==> config.mk <==
export PLATFORM = sky130hd
export DESIGN_NAME = instr_fetch_unit_flat
export DESIGN_NICKNAME = d
export VERILOG_FILES = /design/src/rtl/instr_fetch_unit_if.sv /design/src/rtl/instr_fetch_unit.sv /design/src/flat_wrapper.sv
export SDC_FILE = /design/constraint.sdc
export NUM_CORES = 1
export LEC_CHECK = 0
export ABC_AREA = 1
export ABC_CLOCK_PERIOD_IN_PS = 3100
export BUFFER_PORTS_ARGS = -buffer_cell sky130_fd_sc_hd__clkbuf_2
export CAP_MARGIN = 20
export CORE_MARGIN = 1
export CORE_UTILIZATION = 45
export DETAILED_ROUTE_END_ITERATION = 7
export PLACE_DENSITY_LB_ADDON = 0.25
export SYNTH_ARGS = -nofsm -noshare
export SYNTH_HDL_FRONTEND = slang
export SYNTH_SLANG_ARGS = --single-unit
==> constraint.sdc <==
create_clock -name clk -period 3.1 [get_ports clk]
set_clock_uncertainty 0.05 [all_clocks]
set_input_delay 0.93 -clock clk [delete_from_list [all_inputs] [get_ports clk]]
set_output_delay 0.93 -clock clk [all_outputs]
set_load 0.01 [all_outputs]
==> src/rtl/instr_fetch_unit_if.sv <==
`default_nettype none
// ============================================================================
//  Module   : instr_fetch_unit_if
//  Brief    : Bus bundle between the fetch unit, program RAM and decoder.
//  Revision : 1.0
// ============================================================================
interface instr_fetch_unit_if #(
    parameter int ADDR_W = 8,
    parameter int DATA_W = 16
);
    logic              run;
    logic              redirect_valid;
    logic [ADDR_W-1:0] redirect_addr;
    logic              mem_we;
    logic [ADDR_W-1:0] mem_addr;
    logic [DATA_W-1:0] mem_rdata;
    logic              instr_valid;
    logic              instr_ready;
    logic [DATA_W-1:0] instr;
    logic [ADDR_W-1:0] instr_pc;
    logic              halted;

    modport master (
        input  run, redirect_valid, redirect_addr, mem_rdata, instr_ready,
        output mem_we, mem_addr, instr_valid, instr, instr_pc, halted
    );

    modport slave (
        output run, redirect_valid, redirect_addr, mem_rdata, instr_ready,
        input  mem_we, mem_addr, instr_valid, instr, instr_pc, halted
    );
endinterface
`default_nettype wire

==> src/rtl/instr_fetch_unit.sv <==
`default_nettype none
// ============================================================================
//  Module   : instr_fetch_unit
//  Brief    : Sequential fetch stage with 2-entry output buffer, redirect and
//             run/stop control. Optional halt-opcode detection: HALT_DETECT_EN.
//  Revision : 1.0
// ============================================================================
module instr_fetch_unit #(
    parameter int ADDR_W    = 8,
    parameter int DATA_W    = 16,
    parameter int RESET_PC  = 0,
    parameter int BUF_DEPTH = 2
) (
    input  wire logic          clk,
    input  wire logic          rst_n,
    instr_fetch_unit_if.master bus
);
    localparam int CNT_W = $clog2(BUF_DEPTH + 1);
    localparam logic [ADDR_W-1:0] c_reset_pc = RESET_PC[ADDR_W-1:0];
    localparam logic [CNT_W:0]    c_depth    = BUF_DEPTH[CNT_W:0];
    localparam logic [CNT_W-1:0]  c_cnt_one  = {{(CNT_W-1){1'b0}}, 1'b1};

`ifdef HALT_DETECT_EN
    typedef enum logic [1:0] {
        ST_STOP  = 2'd0,
        ST_FETCH = 2'd1,
        ST_HALT  = 2'd2
    } state_t;
`else
    typedef enum logic [0:0] {
        ST_STOP  = 1'b0,
        ST_FETCH = 1'b1
    } state_t;
`endif

    state_t            r_state;
    state_t            w_state_next;
    logic [ADDR_W-1:0] r_pc;
    logic [ADDR_W-1:0] r_mem_addr;
    logic              r_inflight;
    logic [CNT_W-1:0]  r_count;
    logic [DATA_W-1:0] r_word0;
    logic [DATA_W-1:0] r_word1;
    logic [ADDR_W-1:0] r_wpc0;
    logic [ADDR_W-1:0] r_wpc1;
    logic              w_pop;
    logic              w_push;
    logic              w_issue;
    logic              w_push_slot0;
    logic [CNT_W:0]    w_used;
`ifdef HALT_DETECT_EN
    logic              w_halt_hit;
    logic              r_halted;
`endif

    always_comb begin
        w_pop        = (r_count != '0) && bus.instr_ready;
        w_push       = r_inflight && !bus.redirect_valid;
        w_push_slot0 = (r_count == '0) || ((r_count == c_cnt_one) && w_pop);
        // Slots still claimed after this edge: buffered + in flight - popped.
        w_used       = {1'b0, r_count} + {{CNT_W{1'b0}}, r_inflight}
                     - {{CNT_W{1'b0}}, w_pop};
`ifdef HALT_DETECT_EN
        w_halt_hit   = w_push && (bus.mem_rdata[DATA_W-1 -: 4] == 4'hF);
`endif

        w_state_next = r_state;
        if (bus.redirect_valid) begin
            w_state_next = bus.run ? ST_FETCH : ST_STOP;
`ifdef HALT_DETECT_EN
        end else if (w_halt_hit || (r_state == ST_HALT)) begin
            w_state_next = ST_HALT;
`endif
        end else if (bus.run) begin
            w_state_next = ST_FETCH;
        end else begin
            w_state_next = ST_STOP;
        end

        // Issue is keyed off the next state so a read goes out on the same
        // edge that samples run, giving the two-cycle start latency.
        w_issue = !bus.redirect_valid && (w_state_next == ST_FETCH)
                && (w_used < c_depth);
    end

    always_ff @(posedge clk or negedge rst_n) begin
        if (!rst_n) begin
            r_state <= ST_STOP;
        end else begin
            r_state <= w_state_next;
        end
    end

    always_ff @(posedge clk or negedge rst_n) begin
        if (!rst_n) begin
            r_pc       <= c_reset_pc;
            r_mem_addr <= c_reset_pc;
            r_inflight <= 1'b0;
            r_count    <= '0;
            r_word0    <= '0;
            r_word1    <= '0;
            r_wpc0     <= '0;
            r_wpc1     <= '0;
        end else if (bus.redirect_valid) begin
            r_pc       <= bus.redirect_addr;
            r_inflight <= 1'b0;
            r_count    <= '0;
        end else begin
            if (w_issue) begin
                r_mem_addr <= r_pc;
                r_pc       <= r_pc + 1'b1;
            end
            r_inflight <= w_issue;
            r_count    <= r_count + {{(CNT_W-1){1'b0}}, w_push}
                                  - {{(CNT_W-1){1'b0}}, w_pop};
            if (w_pop) begin
                r_word0 <= r_word1;
                r_wpc0  <= r_wpc1;
            end
            // The issued PC is still held on mem_addr during capture.
            if (w_push) begin
                if (w_push_slot0) begin
                    r_word0 <= bus.mem_rdata;
                    r_wpc0  <= r_mem_addr;
                end else begin
                    r_word1 <= bus.mem_rdata;
                    r_wpc1  <= r_mem_addr;
                end
            end
        end
    end

`ifdef HALT_DETECT_EN
    always_ff @(posedge clk or negedge rst_n) begin
        if (!rst_n) begin
            r_halted <= 1'b0;
        end else if (bus.redirect_valid) begin
            r_halted <= 1'b0;
        end else if (w_halt_hit) begin
            r_halted <= 1'b1;
        end
    end
    assign bus.halted = r_halted;
`else
    assign bus.halted = 1'b0;
`endif

    assign bus.mem_we      = 1'b0;
    assign bus.mem_addr    = r_mem_addr;
    assign bus.instr_valid = (r_count != '0);
    assign bus.instr       = r_word0;
    assign bus.instr_pc    = r_wpc0;

endmodule
`default_nettype wire

==> src/flat_wrapper.sv <==
// flat-port wrapper written by rule: the top's interface ports become plain ports
module instr_fetch_unit_flat 
#(
    parameter int ADDR_W    = 8,
    parameter int DATA_W    = 16,
    parameter int RESET_PC  = 0,
    parameter int BUF_DEPTH = 2
)
  (clk, rst_n, bus_run, bus_redirect_valid, bus_redirect_addr, bus_mem_rdata, bus_instr_ready, bus_mem_we, bus_mem_addr, bus_instr_valid, bus_instr, bus_instr_pc, bus_halted);
  instr_fetch_unit_if #(.ADDR_W(ADDR_W), .DATA_W(DATA_W)) bus_i ();
  input  wire logic clk;
  input  wire logic rst_n;
  input wire logic [$bits(bus_i.run)-1:0] bus_run;
  input wire logic [$bits(bus_i.redirect_valid)-1:0] bus_redirect_valid;
  input wire logic [$bits(bus_i.redirect_addr)-1:0] bus_redirect_addr;
  input wire logic [$bits(bus_i.mem_rdata)-1:0] bus_mem_rdata;
  input wire logic [$bits(bus_i.instr_ready)-1:0] bus_instr_ready;
  output wire logic [$bits(bus_i.mem_we)-1:0] bus_mem_we;
  output wire logic [$bits(bus_i.mem_addr)-1:0] bus_mem_addr;
  output wire logic [$bits(bus_i.instr_valid)-1:0] bus_instr_valid;
  output wire logic [$bits(bus_i.instr)-1:0] bus_instr;
  output wire logic [$bits(bus_i.instr_pc)-1:0] bus_instr_pc;
  output wire logic [$bits(bus_i.halted)-1:0] bus_halted;
  assign bus_i.run = bus_run;
  assign bus_i.redirect_valid = bus_redirect_valid;
  assign bus_i.redirect_addr = bus_redirect_addr;
  assign bus_i.mem_rdata = bus_mem_rdata;
  assign bus_i.instr_ready = bus_instr_ready;
  assign bus_mem_we = bus_i.mem_we;
  assign bus_mem_addr = bus_i.mem_addr;
  assign bus_instr_valid = bus_i.instr_valid;
  assign bus_instr = bus_i.instr;
  assign bus_instr_pc = bus_i.instr_pc;
  assign bus_halted = bus_i.halted;
  instr_fetch_unit #(.ADDR_W(ADDR_W), .DATA_W(DATA_W), .RESET_PC(RESET_PC), .BUF_DEPTH(BUF_DEPTH)) u_core (.clk(clk), .rst_n(rst_n), .bus(bus_i));
endmodule
==> Yosys cells after proc, flatten, opt, wreduce, memory -nomap -nowiden <==
Index checks and enable logic that the tools add are counted.
{ "word_totals": {"mem_bits_ro": 0, "latch_bits": 0, "wordCells": 40, "output_inout_bits": 35, "ram_bits": 0, "mem_count": 0, "ff_bits": 67} }
{ "classes": {"n_mul": 0, "order_cmp": 1, "div_mod_pow": 0, "n_reduce_logical": 12, "n_shift": 0, "add_sub_neg": 5, "bitwise_logic": 2, "mux": 11, "n_eq_ne": 1} }
{ "op_table": {"columns": ["cell", "count"], "rows": [
  ["$mux W16", 3],
  ["$mux W8", 5],
  ["$add A8 B1 Y8 const B", 1],
  ["$logic_and A1 B1 Y1", 5],
  ["$reduce_bool A2 Y1", 2],
  ["$add A2 B1 Y3", 1],
  ["$lt A3 B2 Y1 const B", 1],
  ["$reduce_and A3 Y1", 1],
  ["$sub A3 B1 Y3", 1],
  ["$add A2 B1 Y2", 1],
  ["$eq A2 B1 Y1 const B", 1],
  ["$logic_not A2 Y1", 1],
  ["$mux W1", 2],
  ["$mux W2", 1],
  ["$not A1 Y1", 2],
  ["$reduce_and A2 Y1", 1],
  ["$sub A2 B1 Y2", 1],
  ["$logic_not A1 Y1", 1],
  ["$logic_or A1 B1 Y1", 1]
]} }

==> Logic depth before layout (Yosys ltp) <==
Gate-level depths: netlist of run 1.
{ "depth": {"word_depth": 7, "ltp_mapped": 14} }

==> Least setup slack after synthesis of run 1 <==
Ideal clock, no wire load.
{ "synth_timing": {"kind": "in2reg", "startpoint": "input port bus_instr_ready", "endpoint": "register u_core.r_pc[2]", "path_slack_ns": 0.447, "arrival_ns": 2.534, "required_time_ns": 2.981, "path_buffers": 2, "path_stages": 10, "cell_sequence": "buf_2 -> nand2_1 -> nor2_1 -> o21ai_0 -> fa_1 -> nand3_1 -> nor2_2 -> buf_2 -> nand3_1 -> nand3_1"} }
{ "synth_between": {"elab_chain_cells": 5} }
{ "synth_lines": {"columns": ["item", "line", "rtl"], "rows": [
  ["start: declaration", "flat_wrapper.sv:17", "input wire logic [$bits(bus_i.instr_ready)-1:0] bus_instr_ready;"],
  ["$logic_and A1 B1 Y1", "instr_fetch_unit.sv:57", "w_pop = (r_count != '0) && bus.instr_ready;"],
  ["$sub A3 B1 Y3", "instr_fetch_unit.sv:62", "- {{CNT_W{1'b0}}, w_pop};"],
  ["$lt A3 B2 Y1", "instr_fetch_unit.sv:83", "&& (w_used < c_depth);"],
  ["$logic_and A1 B1 Y1", "instr_fetch_unit.sv:83", null],
  ["$reduce_bool A2 Y1 (no source line)", null, null],
  ["end signal: assignment", "instr_fetch_unit.sv:96", "r_pc <= c_reset_pc;"],
  ["end signal: assignment", "instr_fetch_unit.sv:105", "r_pc <= bus.redirect_addr;"],
  ["end signal: assignment", "instr_fetch_unit.sv:111", "r_pc <= r_pc + 1'b1;"],
  ["end: declaration", "instr_fetch_unit.sv:38", "logic [ADDR_W-1:0] r_pc;"]
]} }
Every way passes these cells.
A chain may end at the register's enable or synchronous reset.

==> Final worst setup path of run 1 <==
{ "layout_timing": {"startpoint": "input port bus_instr_ready", "endpoint": "register u_core.r_mem_addr[2] (netlist: u_core.bus.mem_addr[2])"} }
{ "layout_between": {"elab_chain_cells": 5} }
{ "layout_lines": {"columns": ["item", "line", "rtl"], "rows": [
  ["$logic_and A1 B1 Y1", "instr_fetch_unit.sv:57", null],
  ["$sub A3 B1 Y3", "instr_fetch_unit.sv:62", null],
  ["$lt A3 B2 Y1", "instr_fetch_unit.sv:83", null],
  ["$logic_and A1 B1 Y1", "instr_fetch_unit.sv:83", null],
  ["$reduce_and A2 Y1 (no source line)", null, null],
  ["end signal: assignment", "instr_fetch_unit.sv:97", "r_mem_addr <= c_reset_pc;"],
  ["end signal: assignment", "instr_fetch_unit.sv:110", "r_mem_addr <= r_pc;"],
  ["end: declaration", "instr_fetch_unit.sv:39", "logic [ADDR_W-1:0] r_mem_addr;"]
]} }
Every way passes these cells.

==> impl_metrics.ini, run 1 <==
[place]
place_area_um2 = 3970
place_congestion = 0.795
place_inst = 623
port-buffer-count = 61
hpwl_um = 5310

[worst_setup_path]
crit_chain = clkbuf_2 > nand2_1 > nor2_1 > o21ai_0 > fa_1 > nand3_1 > nor2_2 > buf_4 > nand2_1 > o21ai_0
slowest_stage = fa_1
endpoint_kind = flip-flop
crit_required_ps = 3310
critPathLaunchType = primary input
path_class = in -> reg
max_stage_delay_ps = 530
crit_fanout = 14
worstPathArrival_ps = 2820

[clock_network]
cts_setup_buffers = 0
clock-sinks = 67
cts.htree.levels = 3
ctsResizeCount = 0
cts-root-buf = clkbuf_8
clock_latency_ps = 340
path_clk_slew_ps = 70
cts_buffers = 9
cts_tree = built
cts_buffer_depth = 2
postCtsHoldBufs = 0

[floorplan]
die_area_um2 = 8400
die_w_um = 91.6
ioPinCount = 64
die_y_um = 91.6
core_um2 = 7770
num_rows = 32
initial_core_util_pct = 46.6

[finish]
finalNonFillerCells = 638
syn2layout_area_growth_pct = 16.1
nNetsFinal = 565
postLayoutCellArea_um2 = 4200
drive_gt1_share_pct = 20.1
antennaDiodeCount = 0
final_util_pct = 54.0

[global_routing]
grt_util_all_layers_pct = 21.4
grt_max_degree = 49
grt_pass1_wl_um = 14100
grt_antenna_before_repair = 0
grt_pass1_vias = 3032
grt_overflow_total = 0

[yosys]
synth_edf_count = 0
yosysTopAreaCellShare_pct = 46.4
seq_area_frac_synth_pct = 46.4
ys_async_sr_fraction_pct = 100
syn_inst = 479
syn_avg_cell_area_um2 = 7.55
synth_cell_type_count = 26
synth-seq-cells = 67
synth.most_common_cell = nand3_1
yosysWarnings = 0
yosysTopAreaCell = dfrtp_1
netlist_top_cells_area = dfrtp_1, nand3_1, nand2_1, inv_1, nor2_1
synth_area_um2 = 3620
yosys-top-cells-count = nand3_1, nand2_1, inv_1
synth-main-ff-cell = dfrtp_1

[pwr]
total_power_w = 0.00396
powerDensity_nw_per_um2 = 944
swShare_pct = 40.5
p_leak_nw = 2.37
power_frac_comb_pct = 42.0
clkPwrFrac_pct = 20.7
switchingPower_w = 0.00160
intPower_w = 0.00236
irDropWorstVdd_uv = 396
seqPwrFrac_pct = 37.3

[detailed_routing]
via_per_inst = 4.88
totalWireLength_um = 8000
wl_per_cell_um = 12.5
drc = 0
vias = 3112
drt-pass1-iter-count = 5
ant_nets = 0
drtIter0Drc = 159

[sta]
max_freq_mhz = 382
maxSlewViolCount = 0
grt_setup_unrepaired = no
fin_crit_ps = 2620
max_slew_margin_pct = 63.0
final.period_utilization_pct = 84.4
tns_ps = 0
tightest_slew_ps = 556
final-setup-viol-count = 0
hold_viol_final = 0

[worst_hold_path]
hold_class = reg -> reg

[job]
cap_violations = 0

[status]
outcome = completed
-- power groups by stage --
stage / Clock (W) / Combinational (W) / Sequential, W
after global placement: 0 / 0.00162 / 0.00149
after global routing: 0.000877 / 0.00192 / 0.00152
after floorplan: 0 / 0.00113 / 0.00153
final: 0.000819 / 0.00166 / 0.00148
after CTS: 0.000836 / 0.00168 / 0.00148
after detailed placement: 0 / 0.00167 / 0.00150
-- layout by cell type, fill, tap and decap left out, types with 2 or more instances in the layout --
cell,instances
inv_1,89
nand2_4,2
a21oi_1,7
clkbuf_8,11
nand3_1,118
a21oi_2,10
ha_1,3
inv_2,4
nand2_1,93
clkbuf_2,60
xnor2_1,2
dfrtp_1,67
nand2_2,3
buf_4,7
o21ai_1,4
nor2_1,27
conb_1,2
buf_12,2
bufinv_16,2
o21ai_0,14
-- cell type report --
class / count / area (um^2)
Fill cell: 765 / 3570
Tap cell: 102 / 128
Clock buffer: 11 / 151
Clock inverter: 4 / 73.8
Sequential cell: 67 / 1680
Multi-Input combinational cell: 291 / 1420
Timing Repair Buffer: 70 / 398
Inverter: 93 / 349
-- registers in the layout, summed over array words and instances (netlist names) --
signal / cells
u_core.bus.instr_pc: 8
u_core.r_count: 2
u_core.bus.instr: 16
u_core.r_word1: 16
u_core.r_wpc1: 8
u_core.bus.mem_addr: 8
u_core.r_pc: 8
u_core.r_inflight: 1
-- logic make-up after synthesis --
logic type | synth area share (%)
fa+ha+maj | 1.59
simple gates | 30.9
compound gates | 5.88
other cells | 0.104
flops | 46.4
xor+xnor | 0.727
buf+inv | 14.5
-- layer usage --
metal / global-route usage, % / vias to the layer above / part of all wire (%)
li1: - / 1589 / -
met1: 28.2 / 1432 / 46
met2: 35.0 / 81 / 47
met3: 4.06 / 10 / 5.4
met4: 7.67 / 0 / 1.6
met5: 0 / - / 0
-- worst paths after layout --
kind | from | end | slack [ps] | cells past startpoint
max in group asynchronous | rst_n | u_core.r_pc[4] | 1830 | 2
min reg2reg | u_core.r_wpc1[0] | u_core.r_wpc1[0] | 440 | 2
min | u_core.r_wpc1[0] | u_core.r_wpc1[0] | 440 | 2
min in group asynchronous | rst_n | u_core.bus.instr[14] | 520 | 1
max | bus_instr_ready | u_core.bus.mem_addr[2] | 480 | 10
max reg2reg | u_core.r_count[1] | u_core.bus.mem_addr[2] | 590 | 11
-- worst max-delay path, delay by kind of cell --
family	cells	cell delay, ps
AND/OR/NAND/NOR	5	780
adder cells (fa/ha/maj)	1	530
buffers and inverters	2	360
AO/OA/AOI/OAI	2	220
-- stage by stage --
stage / worst slack (ps) / hold WS, ps
final: 485 / 436
after global routing: 267 / 468
after CTS: 477 / 441
after detailed placement: 137 / 423
after global placement: 214 / 415
after floorplan: 447 / 403
Power figures use the tool's default switching activity.
==> inputs of run 2 (changes only) <==
Settings changed: ABC_CLOCK_PERIOD_IN_PS 3100 to 2700.
Clock period 3.1 ns to 2.7 ns, I/O delays scaled along.
==> run 2 against run 1 <==
  * Highest routed layer unchanged
  * Setup slack got worse by 74 ps
  * Combinational power grew 16%
  * Register-to-register slack got worse by 160 ps
  * Global-route usage is 0.065 points lower
  * Sequential share of layout area fell by 0.44 points
  * Clock-buffer cell count down 1
  * Via count increased by 1.3%
  * Worst hold slack got worse by 41 ps
  * Design area increased by 1.1%
  * Largest cell class unchanged
==> impl_metrics.ini, run 2 (synthesis results as in run 1) <==
[clock_network]
cts_buffers = 9
cts_buffer_depth = 2
cts_tree = built
path_clk_slew_ps = 70
ctsResizeCount = 0
cts_setup_buffers = 0
cts.htree.levels = 3
clock-sinks = 67
cts-root-buf = clkbuf_8
postCtsHoldBufs = 0
clock_latency_ps = 340

[finish]
drive_gt1_share_pct = 20.7
nNetsFinal = 568
mostFrequentLayoutCells = nand3_1, nand2_1, inv_1
syn2layout_area_growth_pct = 17.3
antennaDiodeCount = 0
n_fill_cell = 754
finalNonFillerCells = 642
layout_commonest_cell = nand3_1

[pwr]
powerDensity_nw_per_um2 = 1100
irDropWorstVdd_uv = 358
p_leak_nw = 2.39
switchingPower_w = 0.00186
swShare_pct = 39.9
power_frac_comb_pct = 41.4
intPower_w = 0.00280
total_power_w = 0.00466
seqPwrFrac_pct = 36.5
clkPwrFrac_pct = 22.1

[job]
cap_violations = 0

[place]
port-buffer-count = 61
place_inst = 626
place_congestion = 0.874
hpwl_um = 5300

[worst_setup_path]
critPathLaunchType = flip-flop
crit_required_ps = 1840
path_class = reg -> out
crit_chain = inv_2 > nand2_4 > buf_4 > clkbuf_2
crit_family = buffers and inverters
slowest_stage = dfrtp_1
r2r.worst_path.cells = 12
max_stage_delay_ps = 440
worstPathArrival_ps = 1430
endpoint_kind = output pin
path_buf_inv = 3
worstSetupPathDepth = 4
crit_fanout = 27

[floorplan]
core_um2 = 7770
die_y_um = 91.6
die_area_um2 = 8400
initial_core_util_pct = 46.6
num_rows = 32
die_w_um = 91.6
ioPinCount = 64

[detailed_routing]
drt-pass1-iter-count = 4
totalWireLength_um = 8020
via_per_inst = 4.91
vias = 3154
drc = 0
wl_per_cell_um = 12.5
drtIter0Drc = 171
ant_nets = 0

[global_routing]
grt_util_all_layers_pct = 21.3
grt_max_degree = 49
grt_pass1_wl_um = 14200
grt_pass1_vias = 3106
grt_overflow_total = 0
grt_antenna_before_repair = 0

[sta]
hold_viol_final = 0
tns_ps = 0
tightest_slew_ps = 543
maxSlewViolCount = 0
fin_crit_ps = 2290
max_freq_mhz = 437
max_slew_margin_pct = 63.8
grt_setup_unrepaired = no
final.period_utilization_pct = 84.8
final-setup-viol-count = 0

[worst_hold_path]
hold_class = in -> async

[status]
outcome = completed
==> run 2: changes by cell type in the layout (fill, tap and decap cells not counted) <==
cell	before	now
buf_4	7	10
bufinv_16	2	3
clkbuf_8	11	10
clkinv_4	1	0
clkinvlp_4	0	1
inv_6	0	1
==> run 2: path summary, 6_finish.rpt <==
check / startpoint / end / slack, ps
max: u_core.r_count[1] / bus_instr_valid / 410
min: rst_n / u_core.bus.instr[12] / 400
max reg2reg: u_core.r_count[1] / u_core.bus.mem_addr[4] / 430
min reg2reg: u_core.r_wpc1[0] / u_core.r_wpc1[0] / 430
max in group asynchronous: rst_n / u_core.r_wpc1[0] / 1580
min in group clk: u_core.r_wpc1[0] / u_core.r_wpc1[0] / 430
==> run 2: power groups by stage <==
stage,Sequential (W),Clock (W),Combinational [W]
CTS,0.00170,0.00106,0.00196
finish,0.00170,0.00103,0.00193
detailed placement,0.00172,0,0.00193
global placement,0.00171,0,0.00188
floorplan,0.00176,0,0.00130
global route,0.00175,0.00110,0.00224
==> run 2: layer usage <==
metal | share of wire, % | vias up | track usage (%) | wire (um)
met1 | 48 | 1466 | 29.3 | 3820
met2 | 46 | 80 | 33.6 | 3710
met4 | 1.3 | 0 | 8.20 | 108
met5 | 0 | - | 0 | 0
li1 | - | 1598 | - | -
met3 | 4.7 | 10 | 3.65 | 374
==> run 2: area by class of cell <==
| type | instances | area (um^2) | share of cell area [%] |
|---|---|---|---|
| sequential | 67 | 1680 | 39.5 |
| clock buffer | 10 | 138 | 3.24 |
| clock inverter | 6 | 111 | 2.62 |
| multi-input combinational | 291 | 1420 | 33.5 |
| tap | 102 | 128 | 3.01 |
| timing repair buffer | 73 | 420 | 9.91 |
| inverter | 93 | 349 | 8.23 |
==> run 2: stage by stage <==
stage / setup slack (ps) / hold WS (ps) / instance area (um^2) / utilization, %
finish: 411 / 395 / 4240 / 54.6
global route: 174 / 449 / 4240 / 54.6
CTS: 388 / 402 / 4240 / 54.6
floorplan: 167 / 403 / 3620 / -
detailed placement: 113 / 424 / 3990 / 51.4
global placement: 142 / 414 / 3990 / 51.4
